$ cat src/rtl/cpu_types_pkg.sv
// Shared CPU datapath types, including the write-buffer entry format.
// rf_write_buffer's bypass path is built only when RF_WB_BYPASS_EN is defined.
package cpu_types_pkg;

  typedef logic [31:0] word_t;
  typedef logic [4:0]  regbits_t;

  typedef struct packed {
    regbits_t sel;
    word_t    dat;
  } wb_entry_t;

  localparam int WB_DEPTH_DEFAULT = 4;

endpackage

$ cat src/rtl/rf_bypass_match.sv
// Youngest-first search of pending write-buffer entries for one read port.
// Compiled only when RF_WB_BYPASS_EN is defined.
`ifdef RF_WB_BYPASS_EN
module rf_bypass_match
  import cpu_types_pkg::*;
#(
  parameter int DEPTH = 4,
  localparam int PW = $clog2(DEPTH)
) (
  input  wb_entry_t        i_ent [DEPTH],
  input  logic [DEPTH-1:0] i_valid,
  input  logic [PW-1:0]    i_head,
  input  logic [PW-1:0]    i_tail,
  input  regbits_t         i_rsel,
  output logic             o_hit,
  output word_t            o_dat
);

  logic  w_hit;
  word_t w_dat;

  // Walk from tail-1 back to head; the first valid match is the youngest.
  always_comb begin
    logic [PW-1:0] idx;
    logic          done;
    w_hit = 1'b0;
    w_dat = '0;
    done  = 1'b0;
    idx   = '0;
    for (int k = 0; k < DEPTH; k++) begin
      idx = i_tail - PW'(k + 1);
      if (!done && i_valid[idx] && (i_rsel != '0) && (i_ent[idx].sel == i_rsel)) begin
        w_hit = 1'b1;
        w_dat = i_ent[idx].dat;
        done  = 1'b1;
      end
      if (idx == i_head) done = 1'b1;
    end
  end

  assign o_hit = w_hit;
  assign o_dat = w_dat;

endmodule
`endif

$ cat src/rtl/rf_write_buffer.sv
// Posted-write FIFO driving the register file write port, with optional
// read bypass of pending entries (enabled by defining RF_WB_BYPASS_EN).
module rf_write_buffer
  import cpu_types_pkg::*;
#(
  parameter int DEPTH = WB_DEPTH_DEFAULT,
  localparam int PW = $clog2(DEPTH),
  localparam int CW = PW + 1
) (
  input  logic          CLK,
  input  logic          nRST,
  input  logic          push,
  input  regbits_t      push_sel,
  input  word_t         push_dat,
  output logic          full,
  output logic          empty,
  output logic [CW-1:0] count,
  output logic          ovf,
  input  logic          drain_en,
  output logic          WEN,
  output regbits_t      wsel,
  output word_t         wdat,
  input  regbits_t      rsel1,
  input  regbits_t      rsel2,
  output logic          byp_hit1,
  output logic          byp_hit2,
  output word_t         byp_dat1,
  output word_t         byp_dat2
);

  wb_entry_t     r_mem [DEPTH];
  logic [PW-1:0] r_head;
  logic [PW-1:0] r_tail;
  logic [CW-1:0] r_count;
  logic          r_ovf;

  logic w_empty, w_full, w_pop, w_accept, w_drop, w_valid_push;

  assign w_empty      = (r_count == '0);
  assign w_full       = (r_count == CW'(DEPTH));
  assign w_pop        = !w_empty && drain_en;
  // Register 0 pushes are swallowed: never queued, never counted as a drop.
  assign w_valid_push = push && (push_sel != '0);
  assign w_accept     = w_valid_push && (!w_full || w_pop);
  assign w_drop       = w_valid_push && w_full && !w_pop;

  always_ff @(posedge CLK or negedge nRST) begin
    if (!nRST) begin
      r_head  <= '0;
      r_tail  <= '0;
      r_count <= '0;
      r_ovf   <= 1'b0;
      for (int i = 0; i < DEPTH; i++) r_mem[i] <= '0;
    end else begin
      if (w_pop) r_head <= r_head + 1'b1;
      if (w_accept) begin
        r_mem[r_tail] <= '{sel: push_sel, dat: push_dat};
        r_tail        <= r_tail + 1'b1;
      end
      case ({w_accept, w_pop})
        2'b10:   r_count <= r_count + 1'b1;
        2'b01:   r_count <= r_count - 1'b1;
        default: r_count <= r_count;
      endcase
      r_ovf <= w_drop;
    end
  end

  assign full  = w_full;
  assign empty = w_empty;
  assign count = r_count;
  assign ovf   = r_ovf;
  assign WEN   = w_pop;
  assign wsel  = w_empty ? '0 : r_mem[r_head].sel;
  assign wdat  = w_empty ? '0 : r_mem[r_head].dat;

`ifdef RF_WB_BYPASS_EN
  logic [DEPTH-1:0] w_valid;

  // An entry is live when its distance from head is below the occupancy.
  always_comb begin
    logic [PW-1:0] off;
    off = '0;
    for (int i = 0; i < DEPTH; i++) begin
      off        = PW'(i) - r_head;
      w_valid[i] = ({1'b0, off} < r_count);
    end
  end

  rf_bypass_match #(.DEPTH(DEPTH)) u_match1 (
    .i_ent   (r_mem),
    .i_valid (w_valid),
    .i_head  (r_head),
    .i_tail  (r_tail),
    .i_rsel  (rsel1),
    .o_hit   (byp_hit1),
    .o_dat   (byp_dat1)
  );

  rf_bypass_match #(.DEPTH(DEPTH)) u_match2 (
    .i_ent   (r_mem),
    .i_valid (w_valid),
    .i_head  (r_head),
    .i_tail  (r_tail),
    .i_rsel  (rsel2),
    .o_hit   (byp_hit2),
    .o_dat   (byp_dat2)
  );
`else
  logic w_unused;
  assign w_unused = ^{rsel1, rsel2};
  assign byp_hit1 = 1'b0;
  assign byp_hit2 = 1'b0;
  assign byp_dat1 = '0;
  assign byp_dat2 = '0;
`endif

endmodule

$ cat config.mk
export PLATFORM = sky130hd
export DESIGN_NAME = rf_write_buffer
export DESIGN_NICKNAME = d
export VERILOG_FILES = /design/src/rtl/cpu_types_pkg.sv /design/src/rtl/rf_bypass_match.sv /design/src/rtl/rf_write_buffer.sv
export SDC_FILE = /design/constraint.sdc
export NUM_CORES = 1
export LEC_CHECK = 0
export CAP_MARGIN = 20
export CELL_PAD_IN_SITES_DETAIL_PLACEMENT = 0
export CELL_PAD_IN_SITES_GLOBAL_PLACEMENT = 1
export CORE_UTILIZATION = 40
export CTS_BUF_LIST = sky130_fd_sc_hd__clkbuf_8
export CTS_CLUSTER_SIZE = 24
export DETAILED_ROUTE_END_ITERATION = 10
export GPL_TIMING_DRIVEN = 0
export PLACE_DENSITY_LB_ADDON = 0.1
export RECOVER_POWER = 25
export SLEW_MARGIN = 20
export SYNTH_ARGS = -nofsm -noshare
export SYNTH_HDL_FRONTEND = slang
export SYNTH_SLANG_ARGS = --single-unit
$ cat constraint.sdc
create_clock -name CLK -period 2.2 [get_ports CLK]
set_clock_uncertainty 0.05 [all_clocks]
set_input_delay 0.44 -clock CLK [delete_from_list [all_inputs] [get_ports CLK]]
set_output_delay 0.44 -clock CLK [all_outputs]
set_load 0.05 [all_outputs]
; Yosys cells after proc, flatten, opt, wreduce, memory -nomap -nowiden
; Index checks and enable logic that the tools add are counted.
[totals]
regBits = 156
latch_bits = 0
mem_bits_rw = 0
rom_bits = 0
input_bits = 51
out_inout_bits = 110
wordCells = 46
mem_count = 0
[op_classes]
addsub = 4
mul = 0
div = 0
n_lt_le_gt_ge = 3
eq_ne = 3
shifts = 0
muxes = 9
bitwise = 2
reduce_logical = 13
[op_table]
columns = cell, n
row1 = bitwise mux 148 bit, 1
row2 = two-way mux 37 bit, 3
row3 = binary-select mux 37 bit (select 2 bit), 1
row4 = demux 37 bit (select 2 bit), 1
row5 = two-way mux 32 bit, 1
row6 = ">= comparator 3 bit, second input constant", 2
row7 = logical AND 1 bit, 6
row8 = inverter 2 -> 3 bit, 2
row9 = one-hot mux 3 bit (2 select lines), 1
row10 = two-way mux 5 bit, 1
row11 = nonzero test 5 bit, 1
row12 = "adder 2 x 1 -> 2 bit, second input constant", 2
row13 = "adder 3 x 1 -> 3 bit, second input constant", 1
row14 = "== test 3 bit, second input constant", 1
row15 = logical NOT 1 bit, 3
row16 = logical NOT 3 bit, 1
row17 = "< comparator 3 x 1 -> 1 bit, second input constant", 1
row18 = "subtractor 3 x 1 -> 3 bit, second input constant", 1
row19 = "== test 2 x 1 -> 1 bit, second input constant", 1
row20 = "== test 2 bit, second input constant", 1
row21 = nonzero test 2 bit, 1
row22 = logical OR 1 bit, 1

; Logic depth before layout (Yosys ltp)
; Gate-level depths: netlist of the first run.
[logic_depth]
depth_word = 7
depth_mapped = 10
depth_no_buf = 9

; Worst setup path before layout of the first run
; Ideal clock, no wire load.
[synth_path]
kind = flip-flop to flip-flop
from = register r_count[0], in the netlist count[0]
to = register r_count[2], in the netlist count[2]
setup_ns = 0.082
arrival_ns = 2.779
required_ns = 2.068
path_slack_ns = -0.711
path_stages_with_launch = 9
n_path_buf = 0
period_less_slack_ns = 2.911
path_cell_list = dfrtp_1 -> nor3_1 -> nor2b_1 -> ha_1 -> inv_1 -> fa_1 -> xor2_1 -> nor2_1 -> xor2_1
[synth_via]
elab_chain_cells = 7
elab_cells_between_ends = 13
classes_between = add/sub (2) / eq/ne (3) / mux (1) / reduce/logical (7)
[synth_rtl]
columns = element, line_no
row1 = start: declaration, rf_write_buffer.sv:34  ; logic [CW-1:0] r_count;
row2 = start signal: assignment, rf_write_buffer.sv:61  ; 2'b10: r_count <= r_count + 1'b1;
row3 = start signal: assignment, rf_write_buffer.sv:62  ; 2'b01: r_count <= r_count - 1'b1;
row4 = start signal: assignment, rf_write_buffer.sv:63  ; default: r_count <= r_count;
row5 = logical NOT 3 bit (*), rf_write_buffer.sv:39  ; assign w_empty = (r_count == '0);
row6 = logical NOT 1 bit (*), rf_write_buffer.sv:41  ; assign w_pop = !w_empty && drain_en;
row7 = logical AND 1 bit (*), rf_write_buffer.sv:41
row8 = named net WEN, rf_write_buffer.sv:20  ; output logic WEN,
row9 = logical OR 1 bit, rf_write_buffer.sv:44  ; assign w_accept = w_valid_push && (!w_full || w_pop);
row10 = logical AND 1 bit, rf_write_buffer.sv:44
row11 = == test 2 x 1 -> 1 bit / == test 2 bit (equally long branches), rf_write_buffer.sv:60  ; case ({w_accept, w_pop})
row12 = one-hot mux 3 bit (2 select lines) / nonzero test 2 bit (equally long branches), --
; The timed path passes the listed nets; every way through them passes the cells marked *.
; A chain may end at the register's enable or synchronous reset.

; Worst setup path in the final report of the first run
[layout_path]
from = register r_head[0]
to = output wsel[2]
[layout_via]
elab_chain_cells = 5
[layout_rtl]
columns = element, line_no
row1 = start: declaration, rf_write_buffer.sv:32  ; logic [PW-1:0] r_head;
row2 = start signal: assignment, rf_write_buffer.sv:55  ; if (w_pop) r_head <= r_head + 1'b1;
row3 = inverter 2 -> 3 bit (implied by the code), rf_write_buffer.sv:74  ; assign wsel = w_empty ? '0 : r_mem[r_head].sel;
row4 = binary-select mux 37 bit (select 2 bit), rf_write_buffer.sv:74
row5 = two-way mux 37 bit (2 in series), --
row6 = two-way mux 5 bit, rf_write_buffer.sv:74
row7 = end: declaration, rf_write_buffer.sv:21  ; output regbits_t wsel,
; Every way passes these cells. The select of a mux whose other input is x is not followed.

==> results.py, run 1 <==
metrics = {
    "power": {
        "final_total_pwr_mw": 20.9,
        "irDropWorstVdd_mv": 1.58,
        "power_frac_comb_pct": 64.9,
        "power.switching_mw": 8.17,
        "power_per_cell_area_nw_per_um2": 1810,
        "seqPwrFrac_pct": 24.8,
        "p_int_mw": 12.8,
        "switching_share_pct": 39.1,
        "clock_power_share_pct": 10.2,
        "power.leakage_nw": 5.73,
    },
    "floorplanning": {
        "core_um2": 20200,
        "floorplan.rows": 52,
        "fp.dieH_um": 145,
        "die_width_um": 145,
        "io-pin-count": 161,
        "start_util_pct": 40.7,
        "die_area_um2": 21100,
    },
    "synthesis": {
        "cell_area_after_synthesis_um2": 8210,
        "yosys_synthesis_warning_count": 0,
        "post_synth.cell_area_avg_um2": 16.2,
        "syn_inst": 506,
        "cell_accounting_for_the_most_synthesized_area": "dfrtp_1",
        "synth_top_cells_by_area": "dfrtp_1 (48%), mux2_4 (22%), mux4_2 (10%), buf_4 (6.0%), mux2_2 (3.8%)",
        "synth.distinct_cells": 28,
        "yosysTopAreaCellShare_pct": 47.6,
        "sequential_element_share_of_the_synthesized_area_pct": 47.6,
        "synth.ff_latch_count": 156,
    },
    "detailed_routing": {
        "vias_per_cell": 4.61,
        "first_pass_iters": 6,
        "post-route-drc-count": 0,
        "post_drt_wl_per_cell_um": 18.4,
        "wl_um": 18800,
        "dr.first_iter.drc_count": 204,
        "drt.antenna.violating_nets": 0,
        "vias": 4707,
    },
    "global_routing": {
        "maximum_number_of_pins_on_one_net_before_global_route_repair": 97,
        "grt_antenna_before_repair": 0,
        "grt_use_total_pct": 18.8,
        "sum_of_overflow_across_all_layers_after_global_routing": 0,
        "first_global_vias": 5099,
        "grt_pass1_wl_um": 30100,
    },
    "layout": {
        "mostFrequentLayoutCells": "dfrtp_1 (152), mux2_4 (128), buf_4 (100)",
        "seq_area_um2": 3910,
        "drive_gt1_share_pct": 61.7,
        "multi_input_area_um2": 4120,
        "fin_nets": 795,
        "layout.filler_cells": 1607,
        "diodes": 0,
        "layout.cells.most_common": "dfrtp_1",
        "area.growth.synth_to_final_pct": 40.7,
        "utilization_pct": 57.3,
        "fin_area_um2": 11500,
    },
    "place": {
        "place.gp.congestion": 0.680,
        "portBuffers": 84,
        "pre_cts_ws_ns": -1.15,
        "placed_cell_area_um2": 9820,
        "place.detailed.hpwl_um": 11100,
    },
    "sta": {
        "timing.final.ws_setup_ns": -0.296,
        "drv_slew": 61,
        "worst-slew-pin-transition_ns": 1.58,
        "achievable-frequency_mhz": 401,
        "rsz0062_at_grt": "yes",
        "total_count_of_hold_check_failures_in_the_final_report": 0,
        "timing.final.setup_violations": 38,
        "fin_crit_ns": 2.50,
        "timing.setup.tns_ns": -8.44,
        "worst_slew_margin_rel_pct": -5.42,
        "finalCritPeriodShare_pct": 113,
    },
    "clocking": {
        "cts-root-to-sink-buffers": 2,
        "clkLatencyLatePin_ns": 0.44,
        "clock-sinks": 156,
        "cts-htree-levels": 4,
        "cts-buffers-inserted": 17,
        "tritoncts": "yes",
        "clk_transition_reported_paths_ns": 0.08,
        "cts_root_buffer": "clkbuf_8",
    },
    "critical_path": {
        "startpoint_kind_of_the_worst_setup_timing_path": "flip-flop",
        "end_kind": "primary output",
        "timing.reg2reg.setup_slack_ns": -0.05,
        "worst_ep_arrival_time_ns": 2.01,
        "cp_max_fo": 5,
        "worst_setup_path_category": "reg2out",
        "cp_data_required_time_ns": 1.71,
    },
    "run": {
        "max_cap_violations": 1,
    },
    "min_path": {
        "min_path_type": "in2reg",
    },
    "status": {
        "violations": "max-capacitance violations, max-slew violations, negative setup slack",
        "status": "finished, violations left",
    },
}
-- layer usage --
metal  up-vias  global-route usage, %  wire [µm]
met2       109                   31.2       9440
li1       2143                      -          -
met4         0                   5.63        218
met3        15                   2.77        630
met1      2440                   25.7       8500
met5         -                      0          0
-- cell families (layout without fill, tap and decap cells) --
family          after synthesis  in the layout  synth area share, %
compound gates                2              2                0.183
xor+xnor                      6              6                0.640
fa+ha+maj                     6              6                 1.01
buf+inv                      97            275                 9.97
flops                       156            156                 47.6
mux                         186            186                 36.1
other cells                   1             66               0.0457
simple gates                 52             54                 4.53
-- layout make-up --
class                           count  share of cell area, %
Sequential cell                   156                   33.8
Multi-Input combinational cell    320                   35.7
Tap cell                          270                   2.93
Clock inverter                     13                   1.11
Inverter                            6                  0.217
Buffer                             90                   8.19
Clock buffer                       19                   2.26
Timing Repair Buffer              147                   15.7
-- worst paths after layout --
| path | endpoint | from | cells after the start |
|---|---|---|---|
| min in group asynchronous | r_mem[102] | nRST | 2 |
| worst max register to register | count[2] | count[0] | 9 |
| worst max-delay path | wsel[2] | r_head[0] | 6 |
| worst min-delay path | r_mem[69] | push_sel[0] | 2 |
| worst min register to register | r_mem[115] | r_mem[115] | 1 |
| max in group asynchronous | r_head[0] | nRST | 3 |
-- cells in the mapped netlist --
cell,number
or4b_1,1
nor2b_1,38
xnor2_1,3
buf_4,66
o211a_1,1
buf_2,3
fa_1,1
o21ai_0,1
inv_1,6
nor3_1,1
nand2_1,3
mux4_2,37
xor2_1,3
mux2_4,120
conb_1,1
and3_1,1
clkbuf_1,6
buf_1,3
nor2_1,2
mux2_2,28
buf_12,12
buf_6,1
or2_2,1
dfrtp_1,156
nand2_8,4
ha_1,5
mux2i_1,1
or4_1,1
-- power groups by stage --
stage | Clock (mW) | Combinational [mW] | Sequential [mW]
final | 2.14 | 13.6 | 5.20
after global routing | 2.32 | 14.2 | 5.36
after CTS | 2.20 | 13.7 | 5.17
after detailed placement | 0 | 11.3 | 5.19
after global placement | 0 | 11.2 | 5.08
after floorplan | 0 | 8.64 | 5.01
-- worst max-delay path, stage by stage (launching register included) --
cell and delay (ns):
dfrtp_2 0.40, buf_12 0.12, buf_12 0.11, buf_12 0.13, mux4_2 0.52, nor2b_4 0.15
buf_6 0.15
-- repair_timing --
action | in CTS | in global routing
setup buffers | 43 | 4
gates resized for setup | 389 | 4
pin swaps | 9 | 2
gates cloned | 17 | 0
setup endpoints to repair | 162 | 176
hold endpoints to repair | 60 | 0
hold buffers | 1 | 0
-- state kept, by name, indices dropped and copies added (netlist names) --
name    flops
r_tail      2
r_head      2
r_mem     148
ovf         1
count       3
-- metrics by stage --
stage | hold slack, ns | std cells
floorplan | 0.0944 | 571
finish | 0.427 | 1021
global placement | 0.431 | 925
detailed placement | 0.361 | 926
CTS | 0.400 | 1019
global route | 0.436 | 1021
Power figures use the tool's default switching activity.
==> run 2, diff against run 1 <==
- CORE_MARGIN: unset -> 10
==> run 2 against run 1 <==
- the run ends with negative setup slack left
- clock power barely moved
- via count rose by 0.28%
- total power fell by 1.3%
- first-iteration DRC count rose by 10%
- non-clock buffer count fell by 10
- global-route usage fell by 3.6 points
- sequential power barely moved
==> results.py, run 2 (synthesis gave the netlist of run 1 again) <==
metrics = {
    "clocking": {
        "cts_root_buffer": "clkbuf_8",
        "clk_transition_reported_paths_ns": 0.08,
        "cts-root-to-sink-buffers": 2,
        "clkLatencyLatePin_ns": 0.44,
        "cts-htree-levels": 4,
        "tritoncts": "yes",
        "cts-buffers-inserted": 17,
        "clock-sinks": 156,
    },
    "layout": {
        "fin_nets": 785,
        "largest_register_ffs": 148,
        "area.growth.synth_to_final_pct": 37.8,
        "drive_gt1_share_pct": 60.4,
        "seq_area_um2": 3910,
        "layout.cells.most_common": "dfrtp_1",
        "fin_area_um2": 11300,
        "biggest_register": "r_mem",
        "mostFrequentLayoutCells": "dfrtp_1 (152), mux2_4 (123), buf_4 (90)",
        "layout.filler_cells": 1598,
        "utilization_pct": 55.9,
        "multi_input_area_um2": 4020,
    },
    "sta": {
        "worst_slew_margin_rel_pct": 25.0,
        "rsz0062_at_grt": "yes",
        "finalCritPeriodShare_pct": 112,
        "achievable-frequency_mhz": 406,
        "hold_slack_ns": 0.427,
        "timing.final.setup_violations": 38,
        "fin_crit_ns": 2.46,
        "worst-slew-pin-transition_ns": 1.13,
        "drv_slew": 0,
        "timing.final.ws_setup_ns": -0.262,
        "total_count_of_hold_check_failures_in_the_final_report": 0,
    },
    "place": {
        "pre_cts_ws_ns": -1.23,
        "place.gp.congestion": 0.705,
        "portBuffers": 84,
        "place.detailed.hpwl_um": 12600,
        "placed_cell_area_um2": 9820,
    },
    "power": {
        "power.leakage_nw": 5.58,
        "final_total_pwr_mw": 20.7,
        "irDropWorstVdd_mv": 0.950,
        "power_per_cell_area_nw_per_um2": 1830,
    },
    "global_routing": {
        "grt_pass1_wl_um": 31300,
        "sum_of_overflow_across_all_layers_after_global_routing": 0,
        "first_global_vias": 5342,
        "maximum_number_of_pins_on_one_net_before_global_route_repair": 81,
        "grt_antenna_before_repair": 2,
        "grt_use_total_pct": 15.2,
    },
    "critical_path": {
        "worst_ep_arrival_time_ns": 1.97,
        "cp_max_fo": 5,
        "timing.reg2reg.setup_slack_ns": -0.07,
        "end_kind": "primary output",
        "reg2reg_from": "count[0]",
        "rr_worst_depth": 9,
        "startpoint_kind_of_the_worst_setup_timing_path": "flip-flop",
        "worst_r2r_endpoint": "count[2]",
        "cp_data_required_time_ns": 1.71,
        "worst_setup_path_category": "reg2out",
    },
    "detailed_routing": {
        "post-route-drc-count": 0,
        "post_drt_wl_per_cell_um": 19.7,
        "wl_um": 19900,
        "dr.first_iter.drc_count": 225,
        "vias_per_cell": 4.67,
        "drt.antenna.violating_nets": 0,
        "vias": 4720,
        "first_pass_iters": 4,
    },
    "min_path": {
        "worstHoldStart": "push_sel[0]",
        "min_path_type": "in2reg",
        "worstHoldEndpoint": "r_mem[69]",
        "min_path_cells": 2,
    },
    "floorplanning": {
        "floorplan.rows": 52,
        "die_area_um2": 26600,
        "core_um2": 20200,
        "die_width_um": 163,
        "fp.dieH_um": 163,
        "io-pin-count": 161,
        "start_util_pct": 40.6,
    },
    "status": {
        "violations": "negative setup slack",
        "status": "finished, violations left",
    },
    "run": {
        "max_cap_violations": 0,
    },
}
==> run 2: how the worst max path moves through the flow <==
stage	from	endpoint	slack (ns)	depth (start not counted)
floorplan	count[0]	count[2]	-0.25	10
finish	r_head[0]	wdat[15]	-0.26	6
global route	r_head[0]	wdat[15]	-0.36	6
detailed placement	r_head[1]	wdat[29]	-1.23	5
CTS	r_head[0]	wsel[2]	-0.35	6
global placement	nRST	count[1]	-6.10	1
==> run 2: routing by layer <==
layer | share of wire (%) | track usage, % | wire length (µm) | up-vias
li1 | - | - | - | 2118
met4 | 1.5 | 4.59 | 293 | 2
met5 | 0.040 | 0 | 8 | -
met1 | 44 | 19.6 | 8710 | 2445
met3 | 6.0 | 4.38 | 1200 | 26
met2 | 49 | 24.4 | 9690 | 129
==> run 2: area by class of cell <==
class                      count  share of cell area, %
clock buffer                  21                   2.56
buffer                        88                   7.86
timing repair buffer         139                   15.3
multi-input combinational    320                   35.6
antenna                        1                 0.0221
clock inverter                10                  0.885
inverter                       6                  0.221
sequential                   156                   34.6
tap                          270                   2.99
==> run 2: repair_timing <==
item / CTS / global route
endpoints found under the setup margin: 164 / 162
hold buffers: 1 / 0
buffers inserted: 38 / 5
hold endpoints to repair: 76 / 0
pin swaps: 6 / 5
resized for setup: 357 / 27
gates cloned: 14 / 2
==> run 2: worst max-delay path, stage by stage (launching register included) <==
cell and delay, ns:
dfrtp_2 0.45, buf_12 0.15, buf_12 0.12, buf_12 0.11, mux4_2 0.41, nor2b_4 0.14
buf_6 0.15
==> run 2: stage by stage <==
stage          cells  setup TNS, ns
2_1_floorplan    571         -0.377
3_3_place_gp     925        -985.66
3_5_place_dp     926        -121.70
4_1_cts         1010         -13.65
5_1_grt         1010         -12.30
6_report        1011          -8.33
==> run 2: power breakdown <==
group	switching (mW)	internal [mW]	leakage [nW]	total [mW]
Clock	1.03	1.10	0.209	2.13
Sequential	0.832	4.35	1.85	5.18
Combinational	6.23	7.11	3.53	13.3
==> run 3, diff against run 2 <==
- CTS_BUF_LIST: sky130_fd_sc_hd__clkbuf_8 -> sky130_fd_sc_hd__clkbuf_4 sky130_fd_sc_hd__clkbuf_8
==> run 3 against run 2 <==
- the run still ends with negative setup slack left
- die area unchanged
- design area is 0.11% higher
- critical endpoint unchanged
- largest cell class unchanged
- core utilization rose by 0.062 points
- maximum frequency is essentially flat
- global-route usage barely moved
- sequential share of layout area hardly changed
- flip-flop and latch count stayed put
- routed wire length barely moved
- total power increased by 0.37%
- via count decreased by 0.34%
- cell count barely moved
==> results.py, run 3 (synthesis gave the netlist of run 1 again) <==
metrics = {
    "power": {
        "final_total_pwr_mw": 20.7,
        "power.leakage_nw": 5.58,
        "power_per_cell_area_nw_per_um2": 1830,
        "irDropWorstVdd_mv": 0.950,
    },
    "critical_path": {
        "depth_of_the_critical_timing_path_with_buffers_and_inverters_included": 6,
        "timing.critical_path.from": "r_head[0]",
        "worst_setup_path_category": "reg2out",
        "worst_path_max_delay_cell": "dfrtp_2",
        "worstSetupEndpoint": "wdat[15]",
        "critPathMostFrequentCell": "buf_12",
        "cp_data_required_time_ns": 1.71,
        "end_kind": "primary output",
        "cpPeakStageDelay_ns": 0.45,
        "rr_worst_depth": 9,
        "critical_path.n_buffers_inverters": 4,
        "startpoint_kind_of_the_worst_setup_timing_path": "flip-flop",
        "worst_r2r_endpoint": "count[2]",
        "worst_ep_arrival_time_ns": 1.97,
        "cp_cell_sequence": "buf_12 > buf_12 > buf_12 > mux4_2 > nor2b_4 > buf_6",
        "cp_max_fo": 5,
        "reg2reg_from": "count[0]",
        "timing.critical_path.max_delay_family": "buffers and inverters",
        "timing.reg2reg.setup_slack_ns": -0.07,
    },
    "clocking": {
        "tritoncts": "yes",
        "clock-sinks": 156,
        "clkLatencyLatePin_ns": 0.44,
        "cts_root_buffer": "clkbuf_8",
        "cts-buffers-inserted": 17,
        "clk_transition_reported_paths_ns": 0.08,
        "cts-htree-levels": 4,
        "cts-root-to-sink-buffers": 2,
    },
    "layout": {
        "fin_nets": 784,
        "layout.cells.most_common": "dfrtp_1",
        "mostFrequentLayoutCells": "dfrtp_1 (152), mux2_4 (123), buf_4 (90)",
        "biggest_register": "r_mem",
        "drive_gt1_share_pct": 60.9,
        "largest_register_ffs": 148,
        "area.growth.synth_to_final_pct": 37.9,
        "fin_area_um2": 11300,
    },
    "run": {
        "max_cap_violations": 0,
    },
    "detailed_routing": {
        "first_pass_iters": 6,
        "post-route-drc-count": 0,
        "drt.antenna.violating_nets": 0,
        "wl_um": 19900,
        "vias_per_cell": 4.66,
        "vias": 4704,
        "dr.first_iter.drc_count": 208,
        "post_drt_wl_per_cell_um": 19.7,
    },
    "place": {
        "place.gp.congestion": 0.705,
        "placed_cell_area_um2": 9820,
        "place.detailed.hpwl_um": 12600,
        "portBuffers": 84,
    },
    "status": {
        "status": "finished, violations left",
        "violations": "negative setup slack",
    },
    "floorplanning": {
        "start_util_pct": 40.6,
        "io-pin-count": 161,
        "floorplan.rows": 52,
        "core_um2": 20200,
        "die_area_um2": 26600,
        "fp.dieH_um": 163,
        "die_width_um": 163,
    },
    "sta": {
        "finalCritPeriodShare_pct": 112,
        "timing.setup.tns_ns": -8.35,
        "achievable-frequency_mhz": 406,
        "worst_slew_margin_rel_pct": 25.1,
        "timing.final.setup_violations": 38,
        "worst-slew-pin-transition_ns": 1.12,
        "total_count_of_hold_check_failures_in_the_final_report": 0,
        "drv_slew": 0,
        "fin_crit_ns": 2.46,
        "timing.final.ws_setup_ns": -0.262,
        "rsz0062_at_grt": "yes",
    },
    "global_routing": {
        "met2_resource_use_gr_pct": 24.4,
        "grt_use_total_pct": 15.2,
        "first_global_vias": 5339,
        "sum_of_overflow_across_all_layers_after_global_routing": 0,
        "grt_pass1_wl_um": 31300,
        "gr-usage-met3_pct": 4.33,
        "maximum_number_of_pins_on_one_net_before_global_route_repair": 81,
        "grt_antenna_before_repair": 2,
        "grt.busiest_layer": "met2",
        "globalRouteMet1Util_pct": 19.5,
    },
    "min_path": {
        "min_path_type": "in2reg",
        "worstHoldStart": "push_sel[0]",
    },
}
run 3: cell types whose count changed in the layout (fill, tap and decap cells not counted), sizes merged:
| cell | before | now |
|---|---|---|
| inv | 10 | 6 |
| buf | 176 | 175 |
| clkbuf | 28 | 32 |
run 3: what timing repair did:
item | CTS | global route
pin swaps | 6 | 5
gates resized for setup | 355 | 27
gates cloned | 14 | 2
buffers inserted | 37 | 5
hold buffers | 1 | 0
endpoints found under the hold margin | 76 | 0
setup endpoints to repair | 164 | 166
run 3: how the worst min path moves through the flow:
stage	end	slack (ns)	depth (start not counted)
floorplan	count[0]	0.09	0
global placement	r_mem[38]	0.43	1
detailed placement	r_mem[40]	0.43	1
CTS	r_mem[69]	0.38	2
global route	r_mem[32]	0.41	2
finish	r_mem[69]	0.43	2
run 3: final cells by class:
cell class,count,area [µm²]
Fill cell,1597,8910
Multi-Input combinational cell,320,4020
Tap cell,270,338
Sequential cell,156,3910
Timing Repair Buffer,138,1730
Buffer,88,888
Clock buffer,25,319
Inverter,6,25.0
Clock inverter,6,85.1
Antenna cell,1,2.50
run 3: routing by layer:
layer,vias to the layer above,part of all wire (%)
met4,2,1.3
met2,128,49
li1,2114,-
met5,-,0.040
met1,2437,44
met3,23,5.9
run 3: stage by stage:
stage,util [%],worst slack (ns),hold WS [ns],instances
after global placement,48.4,-6.10,0.431,925
after CTS,55.8,-0.354,0.384,1009
after floorplan,-,-0.252,0.0944,571
final,55.9,-0.262,0.428,1010
after global routing,55.9,-0.361,0.407,1009
after detailed placement,48.6,-1.23,0.426,926
run 3: power breakdown:
group / internal (mW) / switching [mW]
Sequential: 4.35 / 0.832
Clock: 1.17 / 1.03
Combinational: 7.11 / 6.23
